**src/rtl/dmem_pkg.sv**
```systemverilog
// dmem_pkg: state encoding, RISC-V funct3 size codes and byte-lane count shared by the
// data-memory controller and its alignment logic.
package dmem_pkg;
  localparam logic [1:0] IDLE  = 2'd0;
  localparam logic [1:0] ISSUE = 2'd1;
  localparam logic [1:0] WAIT  = 2'd2;
  localparam logic [1:0] RESP  = 2'd3;
  localparam logic [2:0] F3_B  = 3'b000;
  localparam logic [2:0] F3_H  = 3'b001;
  localparam logic [2:0] F3_W  = 3'b010;
  localparam logic [2:0] F3_BU = 3'b100;
  localparam logic [2:0] F3_HU = 3'b101;
  localparam int LANES = 4;
endpackage

```
**src/rtl/dmem_align.sv**
```systemverilog
// dmem_align: byte-lane steering for stores, extraction and sign/zero extension for loads,
// and the misaligned / illegal-funct3 flag.
module dmem_align
  import dmem_pkg::*;
(
  input  logic        we_i,
  input  logic [2:0]  funct3_i,
  input  logic [1:0]  off_i,
  input  logic [31:0] wdata_i,
  input  logic [31:0] rdata_i,
  output logic [3:0]  be_o,
  output logic [31:0] wdata_o,
  output logic [31:0] load_o,
  output logic        illegal_o
);
  logic [7:0]  lane_b;
  logic [15:0] lane_h;
  assign lane_b = rdata_i[{off_i, 3'b000} +: 8];
  assign lane_h = rdata_i[{off_i[1], 4'b0000} +: 16];
  always_comb begin
    be_o = !we_i ? {LANES{1'b1}} :
           funct3_i[1:0] == 2'b00 ? 4'b0001 << off_i :
           funct3_i[1:0] == 2'b01 ? 4'b0011 << off_i : {LANES{1'b1}};
    wdata_o = funct3_i[1:0] == 2'b00 ? {4{wdata_i[7:0]}} :
              funct3_i[1:0] == 2'b01 ? {2{wdata_i[15:0]}} : wdata_i;
    load_o = funct3_i == F3_B  ? {{24{lane_b[7]}}, lane_b} :
             funct3_i == F3_H  ? {{16{lane_h[15]}}, lane_h} :
             funct3_i == F3_BU ? {24'b0, lane_b} :
             funct3_i == F3_HU ? {16'b0, lane_h} : rdata_i;
    // funct3 011/110/111 are undefined; stores only exist as B/H/W
    illegal_o = (&funct3_i[1:0]) | (funct3_i[2] & funct3_i[1]) | (we_i & funct3_i[2]) |
                (funct3_i[1:0] == 2'b01 & off_i[0]) | (funct3_i[1:0] == 2'b10 & |off_i);
  end
endmodule

```
**src/rtl/dmem_ctrl.sv**
```systemverilog
// dmem_ctrl: turns the MEM-stage load/store into the proc_req/mem_rdy/valid memory handshake
// and stalls the pipeline until done. Define DMEM_TIMEOUT_EN to abort loads stuck in WAIT.
module dmem_ctrl
  import dmem_pkg::*;
#(
  parameter int NBITS   = 32,
  parameter int TIMEOUT = 16
) (
  input  logic             clk,
  input  logic             rst,
  input  logic             req_i,
  input  logic             we_i,
  input  logic [2:0]       funct3_i,
  input  logic [NBITS-1:0] addr_i,
  input  logic [NBITS-1:0] wdata_i,
  input  logic             flush_i,
  input  logic             mem_rdy,
  input  logic             valid,
  input  logic [NBITS-1:0] rdata,
  output logic             proc_req,
  output logic             we_out,
  output logic [NBITS-1:0] addr,
  output logic [NBITS-1:0] wdata,
  output logic [3:0]       be,
  output logic [NBITS-1:0] data_o,
  output logic             done,
  output logic             err,
  output logic             stall
);
  logic [1:0]       state_q, state_d;
  logic [NBITS-1:0] addr_q, addr_d, wdata_q, wdata_d, data_q, data_d;
  logic [3:0]       be_q, be_d, al_be;
  logic [2:0]       f3_q, f3_d;
  logic             we_q, we_d, err_q, err_d, idle, expired, al_illegal;
  logic [31:0]      al_wdata, al_load;
  assign idle = state_q == IDLE;
  // Live operands are steered while accepting; latched ones while extracting the load.
  dmem_align u_align (
    .we_i      (idle ? we_i : we_q),
    .funct3_i  (idle ? funct3_i : f3_q),
    .off_i     (idle ? addr_i[1:0] : addr_q[1:0]),
    .wdata_i   (wdata_i),
    .rdata_i   (rdata),
    .be_o      (al_be),
    .wdata_o   (al_wdata),
    .load_o    (al_load),
    .illegal_o (al_illegal)
  );
`ifdef DMEM_TIMEOUT_EN
  localparam int CW = $clog2(TIMEOUT) + 1;
  logic [CW-1:0] cnt_q;
  assign expired = cnt_q == CW'(TIMEOUT - 1);
  always_ff @(posedge clk or negedge rst)
    if (!rst) cnt_q <= '0;
    else cnt_q <= state_q == WAIT ? cnt_q + 1'b1 : '0;
`else
  localparam int unused_timeout = TIMEOUT;
  assign expired = 1'b0;
`endif
  always_comb begin
    state_d = state_q;
    addr_d  = addr_q;
    wdata_d = wdata_q;
    be_d    = be_q;
    f3_d    = f3_q;
    we_d    = we_q;
    err_d   = err_q;
    data_d  = data_q;
    case (state_q)
      IDLE: if (req_i) begin
        state_d = al_illegal ? RESP : ISSUE;
        err_d   = al_illegal;
        if (!al_illegal) begin
          addr_d  = addr_i;
          wdata_d = al_wdata;
          be_d    = al_be;
          f3_d    = funct3_i;
          we_d    = we_i;
        end
      end
      ISSUE: state_d = mem_rdy ? (we_q ? RESP : WAIT) : flush_i ? IDLE : ISSUE;
      WAIT: begin
        data_d  = valid ? al_load : data_q;
        err_d   = ~valid & expired;
        state_d = valid | expired ? RESP : WAIT;
      end
      default: begin
        err_d   = 1'b0;
        state_d = IDLE;
      end
    endcase
  end
  always_ff @(posedge clk or negedge rst)
    if (!rst) begin
      state_q <= IDLE;
      addr_q  <= '0;
      wdata_q <= '0;
      be_q    <= '0;
      f3_q    <= '0;
      we_q    <= 1'b0;
      err_q   <= 1'b0;
      data_q  <= '0;
    end else begin
      state_q <= state_d;
      addr_q  <= addr_d;
      wdata_q <= wdata_d;
      be_q    <= be_d;
      f3_q    <= f3_d;
      we_q    <= we_d;
      err_q   <= err_d;
      data_q  <= data_d;
    end
  assign proc_req = state_q == ISSUE;
  assign we_out   = proc_req & we_q;
  assign addr     = addr_q;
  assign wdata    = wdata_q;
  assign be       = be_q;
  assign data_o   = data_q;
  assign done     = state_q == RESP;
  assign err      = err_q;
  assign stall    = req_i & ~done;
endmodule

```
**config.mk**
```make
export PLATFORM = sky130hd
export DESIGN_NAME = dmem_ctrl
export DESIGN_NICKNAME = d
export VERILOG_FILES = /design/src/rtl/dmem_pkg.sv /design/src/rtl/dmem_align.sv /design/src/rtl/dmem_ctrl.sv
export SDC_FILE = /design/constraint.sdc
export NUM_CORES = 1
export LEC_CHECK = 0
export ABC_AREA = 1
export CORE_MARGIN = 2
export CORE_UTILIZATION = 44
export CTS_CLUSTER_SIZE = 30
export DETAILED_ROUTE_END_ITERATION = 10
export GPL_TIMING_DRIVEN = 0
export MAX_ROUTING_LAYER = met4
export PLACE_DENSITY = 0.86
export SYNTH_ARGS = -nofsm -noshare
export SYNTH_HDL_FRONTEND = slang
export SYNTH_SLANG_ARGS = --single-unit
export TNS_END_PERCENT = 50
```
**constraint.sdc**
```tcl
create_clock -name clk -period 2.77 [get_ports clk]
set_input_delay 0.554 -clock clk [delete_from_list [all_inputs] [get_ports clk]]
set_output_delay 0.554 -clock clk [all_outputs]
set_load 0.005 [all_outputs]
```
==> reports/summary.txt <==
Yosys warns -> 0
Gr ovfl total -> 0
Reg2reg path depth -> 13
Wire length on met3 -> 1.40 mm
Syn Area/Cell -> 8.13 um^2
Largest net degree at the start of global routing -> 64
Initial Util -> 0.451
Pre-antenna DRT Iters -> 5
Area after DPL -> 7480 um^2
Resized Gates After CTS -> 0
Fill count -> 925
Sw power -> 3.80 mW
Utilization after layout -> 0.681
Via count -> 5370
CTS sink count -> 107
CP most frequent cell -> nand2_1
Most used DFF post-synth -> dfrtp_1
Final setup fails -> 0
HP Class -> input port to asynchronous set/reset pin
Slowest stage delay, CP -> 0.47 ns
Mux cell area share after synthesis -> 0
Part of the power in registers -> 0.296
Most common cell after layout, fill and taps aside -> clkdlybuf4s50_1
Crit path DAT -> 2.80 ns
CP Launch Type -> register
CP endpoint kind -> register
WP data required -> 2.99 ns
TritonCTS clock tree -> yes
Outcome -> completed
Design Area, Final -> 7810 um^2
Core ar. -> 11500 um^2
IO buf count -> 210
Seq cells post-synth -> 107
Max Slew Vio Count -> 0
M1 WL -> 7.19 mm
Htree depth -> 3
Worst path slowest cell -> dfrtp_1
Post-route antenna net violation count -> 0
Nets -> 968
Total Power -> 9.34 mW
Post-Synth Simple-Gate Area -> 0.173
Switch share -> 0.407
Final Cycle Share -> 0.931
Slew @ Worst Pin -> 0.715 ns
RSZ-0062 raised after global routing -> false
CTS buffer count -> 9
Drt wl/cell -> 17.3 um
Internal reg-to-reg setup slack -> 0.19 ns
Post CTS Setup Buffer Count -> 0
Critical path class -> register to register
Die height -> 112 um
Worst-skew pair later-pin latency -> 0.35 ns
CTS hold repair buffers -> 0
Initial antenna violation count -> 0
# DRC -> 0
Worst-path cell chain -> nor2_4 > buf_6 > nand2_1 > nand2_1 > buf_4 > ha_1 > nand3_1 > nand2_1 > nand4_4 > buf_6 > buf_4 > nand2_1 > o21ai_1
Worst relative slew slack -> 0.523
Antenna diodes -> 0
Leak -> 3.67 nW
Combinational share of power -> 0.553
Synth-to-Final Area Change -> 51.0%
Die width -> 112 um
Synth Area in Compound Gates -> 0.197
Highest Signal Layer -> met4
Total track usage -> 0.285
Largest family of logic cells by synthesized area -> compound AO/OA/AOI/OAI gates
Post-Synth XOR/XNOR Area -> 0
Post-Syn Nets -> 746
R2R Path Start -> state_q[1]$_DFFE_PN0N_
Register area share after synthesis -> 0.518
Max-cap violation count -> 0
GPL Wtd Cong -> 0.908
Clk pwr share -> 0.151
DRT Wirelength -> 17.4 mm
Clock transition at the registers of the reported paths -> 0.07 ns
Post-synth EDFFs -> 0
Top cells by area, synth -> dfrtp_1 52%, nand2_1 12%, inv_1 6.6%
Mapped Cells -> 636
Vias/cell -> 5.34
Power Density -> 1200 nW/um^2
FP Rows -> 39
CTS Buffer Depth -> 2
Final Hold Viols -> 0
Async SR Flop Fraction -> 1.00
Worst setup margin -> 0.190 ns
Adder-Cell Fraction of Synth Area -> 0.00967
DR WL met2 -> 8.44 mm
Die area -> 12600 um^2
CTS root buf -> clkbuf_16
Mapped cell area -> 5170 um^2
Post-Layout Cell Count -> 1006
Fmax -> 388 MHz
IO Pins -> 211
DR iter-0 viols -> 680
Post-synth top area cell -> dfrtp_1
First-pass GRT wire length -> 27.5 mm
Worst Path Max Fanout -> 11
Power Internal -> 5.54 mW
Crit Reg-Reg Endpoint -> be[0]$_DFFE_PN0P_
Distinct cells, synth -> 34
Clk_skew -> 0.00644 ns
DP Wirelength -> 12.9 mm
Yosys top cell area share -> 0.518
Place WS -> -0.105 ns
Cell count after placement -> 990
Share of layout cells above drive strength 1 -> 0.0568
Peak supply drop -> 0.000654 V
Vias in the first global route -> 5311
Min cycle time layout -> 2.58 ns
Highest-count cells in the layout ignoring fill and taps -> 209 x clkdlybuf4s50_1, 170 x nand2_1, 107 x dfrtp_1, 91 x inv_1, 64 x o21ai_1
[area by class of cell]
class                           count  area, um^2  share of cell area
Buffer                             32         184              0.0235
Inverter                           94         353              0.0452
Clock buffer                        9         225              0.0288
Clock inverter                      7         101              0.0130
Tap cell                          143         179              0.0229
Timing Repair Buffer              211        2130               0.272
Sequential cell                   107        2680               0.343
Multi-Input combinational cell    403        1960               0.251
[cell families (layout without fill, tap and decap cells)]
logic type                 count (synthesis)  after routing
AOI/OAI and AO/OA                        178            178
DFF                                      107            107
adders and majority gates                  4              4
and+or+nand+nor                          221            221
buffers and inverters                    126            353
[how the worst max path moves through the flow]
stage / slack [ns] / to / startpoint / cells past startpoint
global route: 0.03 / be[1]$_DFFE_PN0P_ / state_q[1]$_DFFE_PN0N_ / 13
CTS: 0.09 / wdata[20]$_DFFE_PN0P_ / state_q[1]$_DFFE_PN0N_ / 11
floorplan: 0.62 / addr[10]$_DFFE_PN0P_ / state_q[1]$_DFFE_PN0N_ / 13
global placement: -2.96 / state_q[0]$_DFFE_PN0N_ / rst / 1
finish: 0.19 / be[0]$_DFFE_PN0P_ / state_q[1]$_DFFE_PN0N_ / 13
detailed placement: -0.10 / wdata[20]$_DFFE_PN0P_ / addr_i[1] / 11
[synth_stat cells (2+ instances only)]
cell type	instances
a21oi_1	10
a221oi_1	8
a2bb2oi_1	11
a31oi_1	2
buf_2	8
buf_4	7
buf_6	3
clkbuf_1	13
dfrtp_1	107
ha_1	4
inv_1	91
inv_2	2
nand2_1	170
nand2_2	2
nand3_1	16
nor2_1	25
nor2_2	2
o211ai_1	6
o21ai_0	55
o21ai_1	63
o22ai_1	17
or2_2	2
[per-stage QoR]
stage	setup TNS [ns]	hold slack [ns]
finish	0	0.195
global route	0	0.267
CTS	0	0.226
detailed placement	-2.59	0.473
global placement	-318.45	0.466
floorplan	0	0.258
[worst max-delay path: cells and delay by family (launching register included)]
family / cells / cell delay, ns
buf+inv: 4 / 0.77
simple gates: 7 / 0.94
flops: 1 / 0.47
compound gates: 1 / 0.05
fa+ha+maj: 1 / 0.21
[flip-flops by register name, summed over array words and instances (netlist names)]
name / cells
we_q: 1
addr: 32
wdata: 32
f3_q: 3
be: 4
err: 1
state_q: 2
data_o: 32
[routing by layer]
metal  global-route usage  vias to the layer above
met1                0.372                     2530
met4               0.0902                        0
met5                    -                        -
met3               0.0421                       30
li1                     -                     2517
met2                0.462                      293
[power groups by stage]
stage               logic [mW]  registers, mW  clock network, mW
floorplan                 2.53           2.78                  0
global route              5.66           2.85               1.48
detailed placement        5.09           2.78                  0
global placement          4.97           2.75                  0
CTS                       5.13           2.76               1.42
finish                    5.16           2.77               1.41
Power figures use the tool's default switching activity.
